`src/rtl/screen_draw_ctrl_pkg.sv`:
```
// Shared types and sizes for the full-screen image draw controller.
package screen_draw_ctrl_pkg;

  localparam int unsigned ADDR_WIDTH  = 20;
  localparam int unsigned DATA_WIDTH  = 12;
  localparam int unsigned NUM_SCREENS = 4;
  localparam int unsigned CNT_WIDTH   = 11;
  localparam int unsigned ROM_LAT     = 3;

  typedef enum logic [1:0] {SCR_START, SCR_GAME, SCR_WIN, SCR_LOSE} screen_t;
  typedef enum logic [1:0] {ST_IDLE, ST_DRAW, ST_PENDING} state_t;

  typedef struct packed {
    logic [CNT_WIDTH-1:0] hcount;
    logic [CNT_WIDTH-1:0] vcount;
    logic                 hsync;
    logic                 vsync;
    logic                 hblnk;
    logic                 vblnk;
  } timing_t;

  // Everything that must travel alongside a pixel while its ROM read is in flight.
  typedef struct packed {
    timing_t timing;
    screen_t sel;
    logic    drawing;
  } pix_tag_t;

  function automatic screen_t sanitize_screen(input screen_t req);
    return (32'(req) < NUM_SCREENS) ? req : SCR_START;
  endfunction

endpackage

```
`src/rtl/screen_draw_ctrl_if.sv`:
```
// VGA timing in/out, screen request and shared ROM bus of the draw controller.
interface screen_draw_ctrl_if;
  import screen_draw_ctrl_pkg::*;

  logic [CNT_WIDTH-1:0]              hcount_in;
  logic [CNT_WIDTH-1:0]              vcount_in;
  logic                              hsync_in;
  logic                              vsync_in;
  logic                              hblnk_in;
  logic                              vblnk_in;
  screen_t                           screen_req;
  logic [NUM_SCREENS*DATA_WIDTH-1:0] rom_data_in;

  logic [ADDR_WIDTH-1:0]             rom_addr;
  logic [CNT_WIDTH-1:0]              hcount_out;
  logic [CNT_WIDTH-1:0]              vcount_out;
  logic                              hsync_out;
  logic                              vsync_out;
  logic                              hblnk_out;
  logic                              vblnk_out;
  logic [DATA_WIDTH-1:0]             rgb_out;
  screen_t                           screen_cur;
  logic                              switch_done;

  modport master (
    output hcount_in, vcount_in, hsync_in, vsync_in, hblnk_in, vblnk_in,
    output screen_req, rom_data_in,
    input  rom_addr, hcount_out, vcount_out, hsync_out, vsync_out,
    input  hblnk_out, vblnk_out, rgb_out, screen_cur, switch_done
  );

  modport slave (
    input  hcount_in, vcount_in, hsync_in, vsync_in, hblnk_in, vblnk_in,
    input  screen_req, rom_data_in,
    output rom_addr, hcount_out, vcount_out, hsync_out, vsync_out,
    output hblnk_out, vblnk_out, rgb_out, screen_cur, switch_done
  );

endinterface

```
`src/rtl/screen_draw_ctrl_delay.sv`:
```
// Fixed-depth shift register with synchronous flush.
module screen_draw_ctrl_delay #(
  parameter int unsigned WIDTH   = 1,
  parameter int unsigned CLK_DEL = 1
) (
  input  logic             clk,
  input  logic             rst,
  input  logic [WIDTH-1:0] din,
  output logic [WIDTH-1:0] dout
);

  logic [CLK_DEL*WIDTH-1:0] sr;

  if (CLK_DEL == 1) begin : g_single
    always_ff @(posedge clk) begin
      if (rst) sr <= '0;
      else     sr <= din;
    end
  end else begin : g_chain
    always_ff @(posedge clk) begin
      if (rst) sr <= '0;
      else     sr <= {sr[(CLK_DEL-1)*WIDTH-1:0], din};
    end
  end

  assign dout = sr[CLK_DEL*WIDTH-1 -: WIDTH];

endmodule

```
`src/rtl/screen_draw_ctrl.sv`:
```
// Reads full-screen image ROMs in step with VGA timing and commits screen
// switches only on vblank rising edges.
module screen_draw_ctrl
  import screen_draw_ctrl_pkg::*;
(
  input  logic              clk,
  input  logic              rst,
  screen_draw_ctrl_if.slave bus
);

  localparam int unsigned AXIS_WIDTH = ADDR_WIDTH / 2;

  state_t   state, state_nx;
  screen_t  active, active_nx, req_c;
  logic     switch_nx;
  logic     vblnk_q;
  logic     frame_edge_c;
  pix_tag_t tag_in, tag_d;
  logic [DATA_WIDTH-1:0] rom_word [NUM_SCREENS];

  assign req_c        = sanitize_screen(bus.screen_req);
  assign frame_edge_c = bus.vblnk_in & ~vblnk_q;

  // Screen selection: a change is only committed on a frame edge.
  always_comb begin
    state_nx  = state;
    active_nx = active;
    switch_nx = 1'b0;
    case (state)
      ST_IDLE: begin
        if (frame_edge_c) begin
          state_nx  = ST_DRAW;
          active_nx = req_c;
        end
      end
      ST_DRAW: begin
        if (req_c != active) state_nx = ST_PENDING;
      end
      ST_PENDING: begin
        if (req_c == active) begin
          state_nx = ST_DRAW;
        end else if (frame_edge_c) begin
          state_nx  = ST_DRAW;
          active_nx = req_c;
          switch_nx = 1'b1;
        end
      end
      default: state_nx = ST_IDLE;
    endcase
  end

  always_ff @(posedge clk) begin
    if (rst) begin
      state           <= ST_IDLE;
      active          <= SCR_START;
      bus.switch_done <= 1'b0;
      vblnk_q         <= 1'b0;
      bus.rom_addr    <= '0;
    end else begin
      state           <= state_nx;
      active          <= active_nx;
      bus.switch_done <= switch_nx;
      vblnk_q         <= bus.vblnk_in;
      bus.rom_addr    <= {bus.vcount_in[AXIS_WIDTH-1:0], bus.hcount_in[AXIS_WIDTH-1:0]};
    end
  end

  // The flag is "drawing" rather than "idle" so a flushed pipeline reads as black.
  assign tag_in = '{
    timing: '{
      hcount: bus.hcount_in,
      vcount: bus.vcount_in,
      hsync:  bus.hsync_in,
      vsync:  bus.vsync_in,
      hblnk:  bus.hblnk_in,
      vblnk:  bus.vblnk_in
    },
    sel:     active,
    drawing: (state != ST_IDLE)
  };

  screen_draw_ctrl_delay #(
    .WIDTH   ($bits(pix_tag_t)),
    .CLK_DEL (ROM_LAT - 1)
  ) u_tag_delay (
    .clk  (clk),
    .rst  (rst),
    .din  (tag_in),
    .dout (tag_d)
  );

  for (genvar g = 0; g < NUM_SCREENS; g++) begin : g_rom_word
    assign rom_word[g] = bus.rom_data_in[g*DATA_WIDTH +: DATA_WIDTH];
  end

  // Output stage: ROM data meets its own tag here.
  always_ff @(posedge clk) begin
    if (rst) begin
      bus.hcount_out <= '0;
      bus.vcount_out <= '0;
      bus.hsync_out  <= 1'b0;
      bus.vsync_out  <= 1'b0;
      bus.hblnk_out  <= 1'b0;
      bus.vblnk_out  <= 1'b0;
      bus.rgb_out    <= '0;
      bus.screen_cur <= SCR_START;
    end else begin
      bus.hcount_out <= tag_d.timing.hcount;
      bus.vcount_out <= tag_d.timing.vcount;
      bus.hsync_out  <= tag_d.timing.hsync;
      bus.vsync_out  <= tag_d.timing.vsync;
      bus.hblnk_out  <= tag_d.timing.hblnk;
      bus.vblnk_out  <= tag_d.timing.vblnk;
      bus.screen_cur <= tag_d.sel;
      if (tag_d.timing.hblnk || tag_d.timing.vblnk || !tag_d.drawing)
        bus.rgb_out <= '0;
      else
        bus.rgb_out <= rom_word[tag_d.sel];
    end
  end

endmodule

```
`src/flat_wrapper.sv`:
```
// flat-port wrapper written by rule: the top's interface ports become plain ports
module screen_draw_ctrl_flat import screen_draw_ctrl_pkg::*;
  (clk, rst, bus_hcount_in, bus_vcount_in, bus_hsync_in, bus_vsync_in, bus_hblnk_in, bus_vblnk_in, bus_screen_req, bus_rom_data_in, bus_rom_addr, bus_hcount_out, bus_vcount_out, bus_hsync_out, bus_vsync_out, bus_hblnk_out, bus_vblnk_out, bus_rgb_out, bus_screen_cur, bus_switch_done);
  screen_draw_ctrl_if bus_i ();
  input  logic clk;
  input  logic rst;
  input wire logic [$bits(bus_i.hcount_in)-1:0] bus_hcount_in;
  input wire logic [$bits(bus_i.vcount_in)-1:0] bus_vcount_in;
  input wire logic [$bits(bus_i.hsync_in)-1:0] bus_hsync_in;
  input wire logic [$bits(bus_i.vsync_in)-1:0] bus_vsync_in;
  input wire logic [$bits(bus_i.hblnk_in)-1:0] bus_hblnk_in;
  input wire logic [$bits(bus_i.vblnk_in)-1:0] bus_vblnk_in;
  input wire logic [$bits(bus_i.screen_req)-1:0] bus_screen_req;
  input wire logic [$bits(bus_i.rom_data_in)-1:0] bus_rom_data_in;
  output wire logic [$bits(bus_i.rom_addr)-1:0] bus_rom_addr;
  output wire logic [$bits(bus_i.hcount_out)-1:0] bus_hcount_out;
  output wire logic [$bits(bus_i.vcount_out)-1:0] bus_vcount_out;
  output wire logic [$bits(bus_i.hsync_out)-1:0] bus_hsync_out;
  output wire logic [$bits(bus_i.vsync_out)-1:0] bus_vsync_out;
  output wire logic [$bits(bus_i.hblnk_out)-1:0] bus_hblnk_out;
  output wire logic [$bits(bus_i.vblnk_out)-1:0] bus_vblnk_out;
  output wire logic [$bits(bus_i.rgb_out)-1:0] bus_rgb_out;
  output wire logic [$bits(bus_i.screen_cur)-1:0] bus_screen_cur;
  output wire logic [$bits(bus_i.switch_done)-1:0] bus_switch_done;
  assign bus_i.hcount_in = bus_hcount_in;
  assign bus_i.vcount_in = bus_vcount_in;
  assign bus_i.hsync_in = bus_hsync_in;
  assign bus_i.vsync_in = bus_vsync_in;
  assign bus_i.hblnk_in = bus_hblnk_in;
  assign bus_i.vblnk_in = bus_vblnk_in;
  assign bus_i.screen_req = bus_screen_req;
  assign bus_i.rom_data_in = bus_rom_data_in;
  assign bus_rom_addr = bus_i.rom_addr;
  assign bus_hcount_out = bus_i.hcount_out;
  assign bus_vcount_out = bus_i.vcount_out;
  assign bus_hsync_out = bus_i.hsync_out;
  assign bus_vsync_out = bus_i.vsync_out;
  assign bus_hblnk_out = bus_i.hblnk_out;
  assign bus_vblnk_out = bus_i.vblnk_out;
  assign bus_rgb_out = bus_i.rgb_out;
  assign bus_screen_cur = bus_i.screen_cur;
  assign bus_switch_done = bus_i.switch_done;
  screen_draw_ctrl u_core (.clk(clk), .rst(rst), .bus(bus_i));
endmodule
```
`config.mk`:
```
export PLATFORM = sky130hd
export DESIGN_NAME = screen_draw_ctrl_flat
export DESIGN_NICKNAME = d
export VERILOG_FILES = /design/src/rtl/screen_draw_ctrl_pkg.sv /design/src/rtl/screen_draw_ctrl_if.sv /design/src/rtl/screen_draw_ctrl_delay.sv /design/src/rtl/screen_draw_ctrl.sv /design/src/flat_wrapper.sv
export SDC_FILE = /design/constraint.sdc
export NUM_CORES = 1
export LEC_CHECK = 0
export BUFFER_PORTS_ARGS = -buffer_cell sky130_fd_sc_hd__buf_4
export CAP_MARGIN = 10
export CORE_AREA = 2 2 122 77
export CTS_CLUSTER_SIZE = 16
export DETAILED_ROUTE_END_ITERATION = 8
export DIE_AREA = 0 0 124 79
export PLACE_DENSITY = 0.7
export SYNTH_ARGS = -nofsm -noshare
export SYNTH_HDL_FRONTEND = slang
export SYNTH_SLANG_ARGS = --single-unit
```
`constraint.sdc`:
```
create_clock -name clk -period 1.4 [get_ports clk]
set_input_delay 0.07 -clock clk [delete_from_list [all_inputs] [get_ports clk]]
set_output_delay 0.07 -clock clk [all_outputs]
set_load 0.1 [all_outputs]
```
==> summary.md, run 1 <==
| Metric | Value |
|---|---|
| Critical path's largest stage delay | ~530 ps |
| Pwr dens | roughly 1300 nW/um2 |
| Initial antenna violation count | 0 |
| CTS clk-pin slew, worst paths | around 60 ps |
| Root Driver | clkbuf_16 |
| Nets | between 400 and 500 |
| Final Setup Violations | 0 |
| CP max-delay cell | mux4_2 |
| Post-CTS resize count | 0 |
| Outcome | complete, no violations |
| Worst hold path startpoint | rst |
| Pleak | roughly 2.2 nW |
| Global Route Usage Sum | between 10% and 20% |
| Depth of the most critical reg-to-reg path | 3 |
| Global-route wire length before repair | ~10000 um |
| Most common cell after layout, fill and taps aside | buf_4 |
| Die width | approximately 120 um |
| Share of post-route cells with drive strength above 1 | around 42% |
| CTS tree | built |
| Yosys warnings | 0 |
| Layout area overhead | 47.0% |
| Peak supply drop | around 0.87 mV |
| Routability cong. | 0.800 |
| Dpl cells | roughly 500 |
| RSZ-0062 raised after global routing | no |
| R2r startpoint | u_core.u_tag_delay.sr[30]$_SDFF_PP0_ |
| CORE AREA | slightly below 9000 um2 |
| Final hold vios | 0 |
| Max-Cap Viols | 0 |
| Hold endpoint | u_core.bus.rgb_out[1]$_SDFF_PP0_ |
| Die Area | 9800 um2 |
| Non-Filler Instances | approximately 540 |
| DR iter-0 viols | 25 |
| Synthesized area per cell | between 10 and 15 um2 |
| CTS buffer count | 9 |
| Synth Instances | 266 |
| Antenna fix cells | 0 |
| Hold Crit Class | in -> reg |
| Htree depth | 3 |
| # DRC | 0 |
| Synthesized Nets | 344 |
| Clk_lat worst skew | approximately 330 ps |
| DP Wirelength | 4410 um |
| Clock sinks | just over 100 |
| Largest net degree at the start of global routing | about 90 |
| Slew margin rel. | between 70% and 80% |
| Required @ worst endpoint | approximately 1600 ps |
| DRT Pass-1 Iters | 3 |
| Placed cell areas | 4410 um2 |
| Die height | between 70 and 80 um |
| Hold_buf cts | 28 |
| Crit path DAT | between 1500 and 2000 ps |
| Routed WL per cell | approximately 12 um |
| Tcrit/Tclk final | 93.7% |
| Post-Syn Area | roughly 3400 um2 |
| Fin util | between 50% and 60% |
| Area taken by multi-input logic gates | about 1100 um2 |
| Setup repair bufs after CTS | 0 |
| Vias per cell | 4.16 |
| Crit Reg-Reg Endpoint | u_core.bus.rgb_out[3]$_SDFF_PP0_ |
| Worst setup path class | reg -> reg |
| Vias in the first global route | 2319 |
| Worst path bufs/invs | 1 |
| Post-route cell area | ~5000 um2 |
| Critical path cell sequence | buf_4 -> mux4_2 -> nor2b_4 |
| Tot Pwr | between 6 and 7 mW |
| Slew @ Worst Pin | ~370 ps |
| Seq/Total Area, Yosys | roughly 61% |
| Top delay family on crit path | multiplexers |
| Fmax | roughly 760 MHz |
| Most frequent cells in the layout | 141 x buf_4, 103 x dfxtp_1, 85 x nor2b_1, 28 x dlygate4sd3_1, 10 x nor2b_4 |
| Initial core utilization | between 30% and 40% |
| Worst setup path startpoint | u_core.u_tag_delay.sr[30]$_SDFF_PP0_ |
| Worst setup margin | approximately 90 ps |
| Setup Skew | 4.61 ps |
| Vias | around 2200 |
| Overflow after GRT | 0 |
| Hold path cells | 3 |
| Seq cells post-synth | about 100 |
| Crit path launch type | register |
| Detail Route Antenna Nets | 0 |
| Wirelength, routed | roughly 6300 um |
| Min Tclk post-route | approximately 1300 ps |
| Setup_tns | 0 ps |
| Filler cells | around 750 |
| Register area | ~2100 um2 |
| CP endpoint kind | register |
| IO buf count | 138 |
| Netlist cell types | 22 |
| Clk buf depth | 2 |
| Cell row count | 27 |
| Hold slack | 84.5 ps |
| Pins Over Slew Limit | 0 |
| Reg2reg setup slack | about 89 ps |
| Setup WS pre-CTS | a little over 80 ps |
| I/O Pins | 139 |
| Critical Path Fanout Max | 10 |
==> metal layers <==
layer	wire [um]	global-route usage (%)
met1	2520	14.0
met5	0	0
met3	578	6.82
met4	74	4.38
met2	3110	23.7
==> tightest hold or removal path, stage by stage <==
cell	delay [ps]
buf_4	100
or4b_4	160
nor2b_4	40
==> cells by family (layout without fill, tap and decap cells) <==
logic type / after synthesis / after routing / synth area share, %
buf+inv: 33 / 187 / 6.65
simple gates: 109 / 109 / 22.3
mux: 12 / 12 / 8.31
xor+xnor: 2 / 2 / 0.517
compound gates: 7 / 7 / 1.33
flops: 103 / 103 / 60.9
==> cells in the mapped netlist <==
library cell | n | share of area [%]
nor3b_1 | 1 | 0.22
mux4_1 | 3 | 2.3
mux4_2 | 9 | 6.0
o21ai_0 | 2 | 0.30
clkbuf_1 | 9 | 1.0
buf_4 | 20 | 4.4
nor2b_1 | 85 | 16
xor2_1 | 2 | 0.52
or4b_4 | 1 | 0.41
buf_12 | 1 | 0.59
a21oi_1 | 2 | 0.30
o21ba_2 | 1 | 0.30
nor2_1 | 3 | 0.33
a211oi_1 | 2 | 0.44
buf_6 | 1 | 0.33
nand2_1 | 2 | 0.22
buf_2 | 2 | 0.30
and2b_1 | 2 | 0.44
nor4_1 | 1 | 0.18
nand2b_1 | 4 | 0.74
dfxtp_1 | 103 | 61
nor2b_4 | 10 | 4.1
==> state kept, by name (all words and copies together), names as in the netlist <==
name	cells
u_core.active	2
u_core.bus.rgb_out	12
u_core.u_tag_delay.sr	58
u_core.bus.vsync_out	1
u_core.bus.hcount_out	11
u_core.bus.switch_done	1
u_core.bus.vcount_out	11
u_core.bus.hblnk_out	1
u_core.bus.screen_cur	2
u_core.state	2
u_core.bus.hsync_out	1
u_core.bus.vblnk_out	1
==> where the power goes <==
group	leakage [nW]	total, mW	switching [mW]	internal [mW]
logic	1.22	0.938	0.561	0.378
registers	0.844	3.08	0.0370	3.04
clock network	0.136	2.40	1.01	1.39
==> cell type report <==
type	count	share of cell area, %
Sequential cell	103	41.4
Tap cell	116	2.92
Clock inverter	5	1.18
Clock buffer	11	4.68
Timing Repair Buffer	171	27.7
Multi-Input combinational cell	130	22.1
==> worst max-delay path by stage <==
| stage | endpoint | slack [ps] | cells after the start |
|---|---|---|---|
| after floorplan | u_core.bus.rgb_out[10]$_SDFF_PP0_ | 100 | 3 |
| final | u_core.bus.rgb_out[3]$_SDFF_PP0_ | 90 | 3 |
| after global routing | u_core.bus.rgb_out[2]$_SDFF_PP0_ | 20 | 3 |
| after detailed placement | u_core.bus.rgb_out[3]$_SDFF_PP0_ | 80 | 3 |
| after CTS | u_core.bus.rgb_out[3]$_SDFF_PP0_ | 70 | 3 |
| after global placement | u_core.bus.rgb_out[8]$_SDFF_PP0_ | 110 | 3 |
Note: power is estimated with default switching activity, not from simulation.
==> inputs of run 2 (changes only) <==
HOLD_SLACK_MARGIN = 0.03   (was default)
PLACE_DENSITY = 0.67   (was 0.7)
clock period = 1.43 ns   (was 1.4 ns; I/O delays follow)
==> run 2 against run 1 <==
  * Clock-buffer cell count unchanged
  * Via count down 0.31%
  * Sequential share of layout area fell by 0.27 points
  * Worst hold slack gained 6.4 ps
  * Combinational power shrank 2.2%
  * Largest cell class unchanged
==> summary.md, run 2 (same netlist as run 1, synthesis figures left out) <==
| Metric | Value |
|---|---|
| I/O Pins | between 100 and 150 |
| Die height | ~79 um |
| DP Wirelength | between 4000 and 5000 um |
| CTS clk-pin slew, worst paths | roughly 60 ps |
| # DRC | 0 |
| Worst setup path class | reg -> reg |
| Pins Over Slew Limit | 0 |
| GRT busiest layer | met2 |
| Max-Cap Viols | 0 |
| CORE AREA | slightly below 9000 um2 |
| CTS tree | built |
| CP endpoint kind | register |
| Crit path DAT | roughly 1600 ps |
| Tcrit/Tclk final | just over 90% |
| Most common cell after layout, fill and taps aside | buf_4 |
| Die Area | approximately 9800 um2 |
| Wirelength, routed | ~6300 um |
| Final Setup Violations | 0 |
| Top reg by flops | u_core.u_tag_delay.sr |
| Slew margin rel. | 76.2% |
| Hold slack | roughly 90 ps |
| Setup Skew | between 4 and 5 ps |
| Routed WL per cell | 11.8 um |
| Clk_lat worst skew | approximately 330 ps |
| Most frequent cells in the layout | 141 x buf_4, 103 x dfxtp_1, 85 x nor2b_1, 28 x dlygate4sd3_1, 10 x nor2b_4 |
| Pwr dens | between 1000 and 1500 nW/um2 |
| Detail Route Antenna Nets | 0 |
| Met2 GRT Util | approximately 21% |
| Vias | between 2000 and 2500 |
| DRT Pass-1 Iters | 4 |
| Largest registers | u_core.u_tag_delay.sr (58), u_core.bus.rgb_out (12) |
| CTS buffer count | 9 |
| Pleak | between 2 and 2.5 nW |
| Antenna fix cells | 0 |
| Max reg flops | 58 |
| Setup_tns | 0 ps |
| Fmax | ~750 MHz |
| Vias per cell | about 4.1 |
| Critical Path Fanout Max | 10 |
| Outcome | complete, no violations |
| Global-route wire length before repair | around 9800 um |
| DR iter-0 viols | 75 |
| Largest net degree at the start of global routing | between 90 and 100 |
| Global Route Usage Sum | a little over an eighth |
| RSZ-0062 raised after global routing | no |
| Vias in the first global route | between 2000 and 2500 |
| Crit path launch type | register |
| Clock sinks | approximately 100 |
| GR Layer Usage met1 | approximately 15% |
| Die width | between 100 and 150 um |
| Required @ worst endpoint | ~1700 ps |
| Htree depth | 3 |
| Nets | 493 |
| Filler cells | 766 |
| Min Tclk post-route | 1340 ps |
| Share of post-route cells with drive strength above 1 | between 40% and 50% |
| Initial antenna violation count | 0 |
| Fin util | between 50 and 60% |
| Peak supply drop | 0.772 mV |
| Slew @ Worst Pin | ~360 ps |
| Layout area overhead | 47.9% |
| Initial core utilization | roughly two fifths |
| Hold Crit Class | in -> reg |
| Grt met3 use | ~7.0% |
| Cell row count | 27 |
| Routability cong. | approximately 0.74 |
| IO buf count | about 140 |
| Final hold vios | 0 |
| Clk buf depth | 2 |
| Setup repair bufs after CTS | 0 |
| Overflow after GRT | 0 |
| Root Driver | clkbuf_16 |
## run 2: changes by cell type in the layout (fill, tap and decap cells not counted), sizes merged
cell	delta
bufinv	+1
clkinvlp	-1
## run 2: worst paths after layout
kind                                                            from                                   to  slack (ps)  cells after the start
worst max-delay path            u_core.u_tag_delay.sr[30]$_SDFF_PP0_     u_core.bus.rgb_out[5]$_SDFF_PP0_          90                      3
worst min-delay path                                             rst     u_core.bus.rgb_out[1]$_SDFF_PP0_          90                      3
worst max register to register  u_core.u_tag_delay.sr[30]$_SDFF_PP0_     u_core.bus.rgb_out[5]$_SDFF_PP0_          90                      3
worst min register to register  u_core.u_tag_delay.sr[37]$_SDFF_PP0_  u_core.bus.vcount_out[1]$_SDFF_PP0_         440                      1
## run 2: metrics by stage
| step | instances | total power [mW] | cell area, um2 | setup slack [ps] |
|---|---|---|---|---|
| after floorplan | 266 | 3.70 | 3390 | 127 |
| after global placement | 492 | 3.93 | 4410 | 111 |
| after detailed placement | 492 | 3.94 | 4410 | 75.9 |
| after global routing | 536 | 6.76 | 5010 | 17.9 |
| final | 536 | 6.50 | 5010 | 95.0 |
| after CTS | 536 | 6.60 | 5010 | 71.7 |
## run 2: routing by layer
layer | up-vias | share of wire [%]
li1 | 1125 | -
met1 | 1005 | 42
met2 | 83 | 47
met3 | 10 | 9.7
met4 | 0 | 1.2
met5 | - | 0
## run 2: area by class of cell
| cell class | count | area (um2) | area share [%] |
|---|---|---|---|
| well taps | 116 | 145 | 2.90 |
| multi-input cells | 130 | 1100 | 22.0 |
| repair buffers | 171 | 1380 | 27.5 |
| clock buffers | 11 | 243 | 4.85 |
| clock inverters | 5 | 81.3 | 1.62 |
| flip-flops and latches | 103 | 2060 | 41.2 |
## run 2: power by group
group | switching (mW) | internal, mW | leakage [nW]
Combinational | 0.548 | 0.370 | 1.22
Sequential | 0.0369 | 2.97 | 0.844
Clock | 0.991 | 1.58 | 0.156
## run 2: critical path, stage by stage (launching register included)
cell	delay, ps
dfxtp_1	340
buf_4	230
mux4_2	530
nor2b_4	130
## run 2: what timing repair did
action,CTS,global route
hold endpoints to repair,28,0
endpoints found under the setup margin,0,0
hold buffers,28,0
gates resized for setup,0,0
==> inputs of run 3 (changes only) <==
clock period = 1.5 ns   (was 1.43 ns; I/O delays follow)
==> run 3 against run 2 <==
  * Global-route usage rose by 0.43 points
  * Worst setup slack gained 82 ps
  * Via count shrank 1.8%
  * Non-clock buffer count unchanged
  * Sequential cell count unchanged
  * Core utilization shrank 0.57 points
  * Critical path type unchanged
  * Critical endpoint is now u_core.bus.rgb_out[9]$_SDFF_PP0_
  * Largest cell class unchanged
==> summary.md, run 3 (same netlist as run 1, synthesis figures left out) <==
| Metric | Value |
|---|---|
| Top reg by flops | u_core.u_tag_delay.sr |
| Final Setup Violations | 0 |
| CP max-delay cell | mux4_2 |
| Pleak | ~2.2 nW |
| CTS clk-pin slew, worst paths | 60 ps |
| Pins Over Slew Limit | 0 |
| CTS buffer count | 9 |
| Tcrit/Tclk final | 88.2% |
| Die width | about 120 um |
| Min Tclk post-route | between 1000 and 1500 ps |
| Tot Pwr | between 5 and 6 mW |
| Initial antenna violation count | 0 |
| Max-Cap Viols | 0 |
| Layout area overhead | 46.4% |
| DRT Pass-1 Iters | 4 |
| Setup_tns | 0 ps |
| Initial core utilization | 38.6% |
| Vias per cell | 4.09 |
| Wirelength, routed | about 6300 um |
| Routability cong. | a little under 0.8 |
| Non-Filler Instances | ~530 |
| Overflow after GRT | 0 |
| Reg2reg setup slack | around 180 ps |
| Slew @ Worst Pin | 359 ps |
| Worst hold path startpoint | rst |
| Depth of the most critical reg-to-reg path | 3 |
| Most common cell after layout, fill and taps aside | buf_4 |
| Clk_lat worst skew | ~330 ps |
| Antenna fix cells | 0 |
| Critical path's largest stage delay | approximately 520 ps |
| CP endpoint kind | register |
| Htree depth | 3 |
| Share of post-route cells with drive strength above 1 | approximately 43% |
| Dpl cells | 492 |
| Global-route wire length before repair | 10100 um |
| CORE AREA | around 8800 um2 |
| Fmax | around 760 MHz |
| Slew margin rel. | roughly 76% |
| Setup Skew | approximately 4 ps |
| # DRC | 0 |
| Most frequent cells in the layout | 142 x buf_4, 103 x dfxtp_1, 85 x nor2b_1, 28 x dlygate4sd3_1, 10 x nor2b_4 |
| Largest net degree at the start of global routing | 92 |
| DP Wirelength | approximately 4300 um |
| Pwr dens | roughly 1200 nW/um2 |
| Max reg flops | 58 |
| Crit path DAT | ~1600 ps |
| Cell row count | 27 |
| Global Route Usage Sum | 13.6% |
| Outcome | complete, no violations |
| DR iter-0 viols | between 60 and 70 |
| Vias in the first global route | around 2200 |
| Hold path cells | 3 |
| Crit Reg-Reg Endpoint | u_core.bus.rgb_out[9]$_SDFF_PP0_ |
| Clock sinks | 103 |
| Die height | ~80 um |
| R2r startpoint | u_core.u_tag_delay.sr[30]$_SDFF_PP0_ |
| Hold Crit Class | in -> reg |
| Root Driver | clkbuf_16 |
| Worst setup path startpoint | u_core.u_tag_delay.sr[30]$_SDFF_PP0_ |
| Clk buf depth | 2 |
| Post-CTS resize count | 0 |
| Hold endpoint | u_core.bus.rgb_out[1]$_SDFF_PP0_ |
| Final hold vios | 0 |
| CTS tree | built |
| Vias | 2183 |
| Critical path cell sequence | buf_4 -> mux4_2 -> nor2b_4 |
| Largest registers | u_core.u_tag_delay.sr (58), u_core.bus.rgb_out (12) |
| Fin util | roughly 56% |
| Die Area | around 9800 um2 |
| Required @ worst endpoint | between 1500 and 2000 ps |
| Routed WL per cell | approximately 12 um |
| Crit path launch type | register |
| Worst setup path class | reg -> reg |
| Peak supply drop | about 0.63 mV |
| Critical Path Fanout Max | 10 |
| RSZ-0062 raised after global routing | no |
| Nets | between 400 and 500 |
| I/O Pins | ~140 |
| IO buf count | between 100 and 150 |
| Detail Route Antenna Nets | 0 |
| Setup repair bufs after CTS | 0 |
[run 3: cell types whose count changed in the layout (fill, tap and decap cells not counted), sizes merged]
| cell | before | now |
|---|---|---|
| bufinv | 2 | 1 |
| clkbuf | 11 | 10 |
[run 3: report_power, final]
part           total [mW]  switching (mW)  internal (mW)  leakage (nW)
Sequential           2.87          0.0356           2.84         0.844
Combinational       0.873           0.521          0.351          1.21
Clock                2.23           0.918           1.31         0.140
[run 3: area by class of cell]
type / instances / area (um2)
Fill cell: 723 / 3820
Sequential cell: 103 / 2060
Timing Repair Buffer: 171 / 1370
Multi-Input combinational cell: 130 / 1100
Clock buffer: 10 / 239
Tap cell: 116 / 145
Clock inverter: 4 / 47.5
[run 3: metal layers]
metal  share of wire (%)  track usage [%]
met2                  46             21.4
met5                   0                0
met4                 1.2             4.83
met1                  43             15.9
met3                 9.7             6.90
[run 3: repair_timing]
action	4_1_cts	5_1_grt
endpoints found under the hold margin	28	0
hold buffers	28	0
endpoints found under the setup margin	0	0
[run 3: worst max path at each step]
stage	end	slack [ps]	depth (start not counted)
2_1_floorplan	u_core.bus.rgb_out[10]$_SDFF_PP0_	200	3
3_3_place_gp	u_core.bus.rgb_out[9]$_SDFF_PP0_	200	3
3_5_place_dp	u_core.bus.rgb_out[2]$_SDFF_PP0_	160	3
4_1_cts	u_core.bus.rgb_out[9]$_SDFF_PP0_	160	3
5_1_grt	u_core.bus.rgb_out[7]$_SDFF_PP0_	110	3
6_report	u_core.bus.rgb_out[9]$_SDFF_PP0_	180	3
[run 3: per-stage QoR]
stage	instance area [um2]	hold slack (ps)	setup WS [ps]
6_report	4960	75.6	176
4_1_cts	4960	53.7	157
2_1_floorplan	3390	203	197
3_5_place_dp	4390	290	163
5_1_grt	4960	63.6	110
3_3_place_gp	4390	284	201
[run 3: worst max-delay path: cells and delay by family (launching register included)]
kind	cells	cell delay, ps
buf+inv	1	220
flops	1	330
mux	1	520
simple gates	1	130
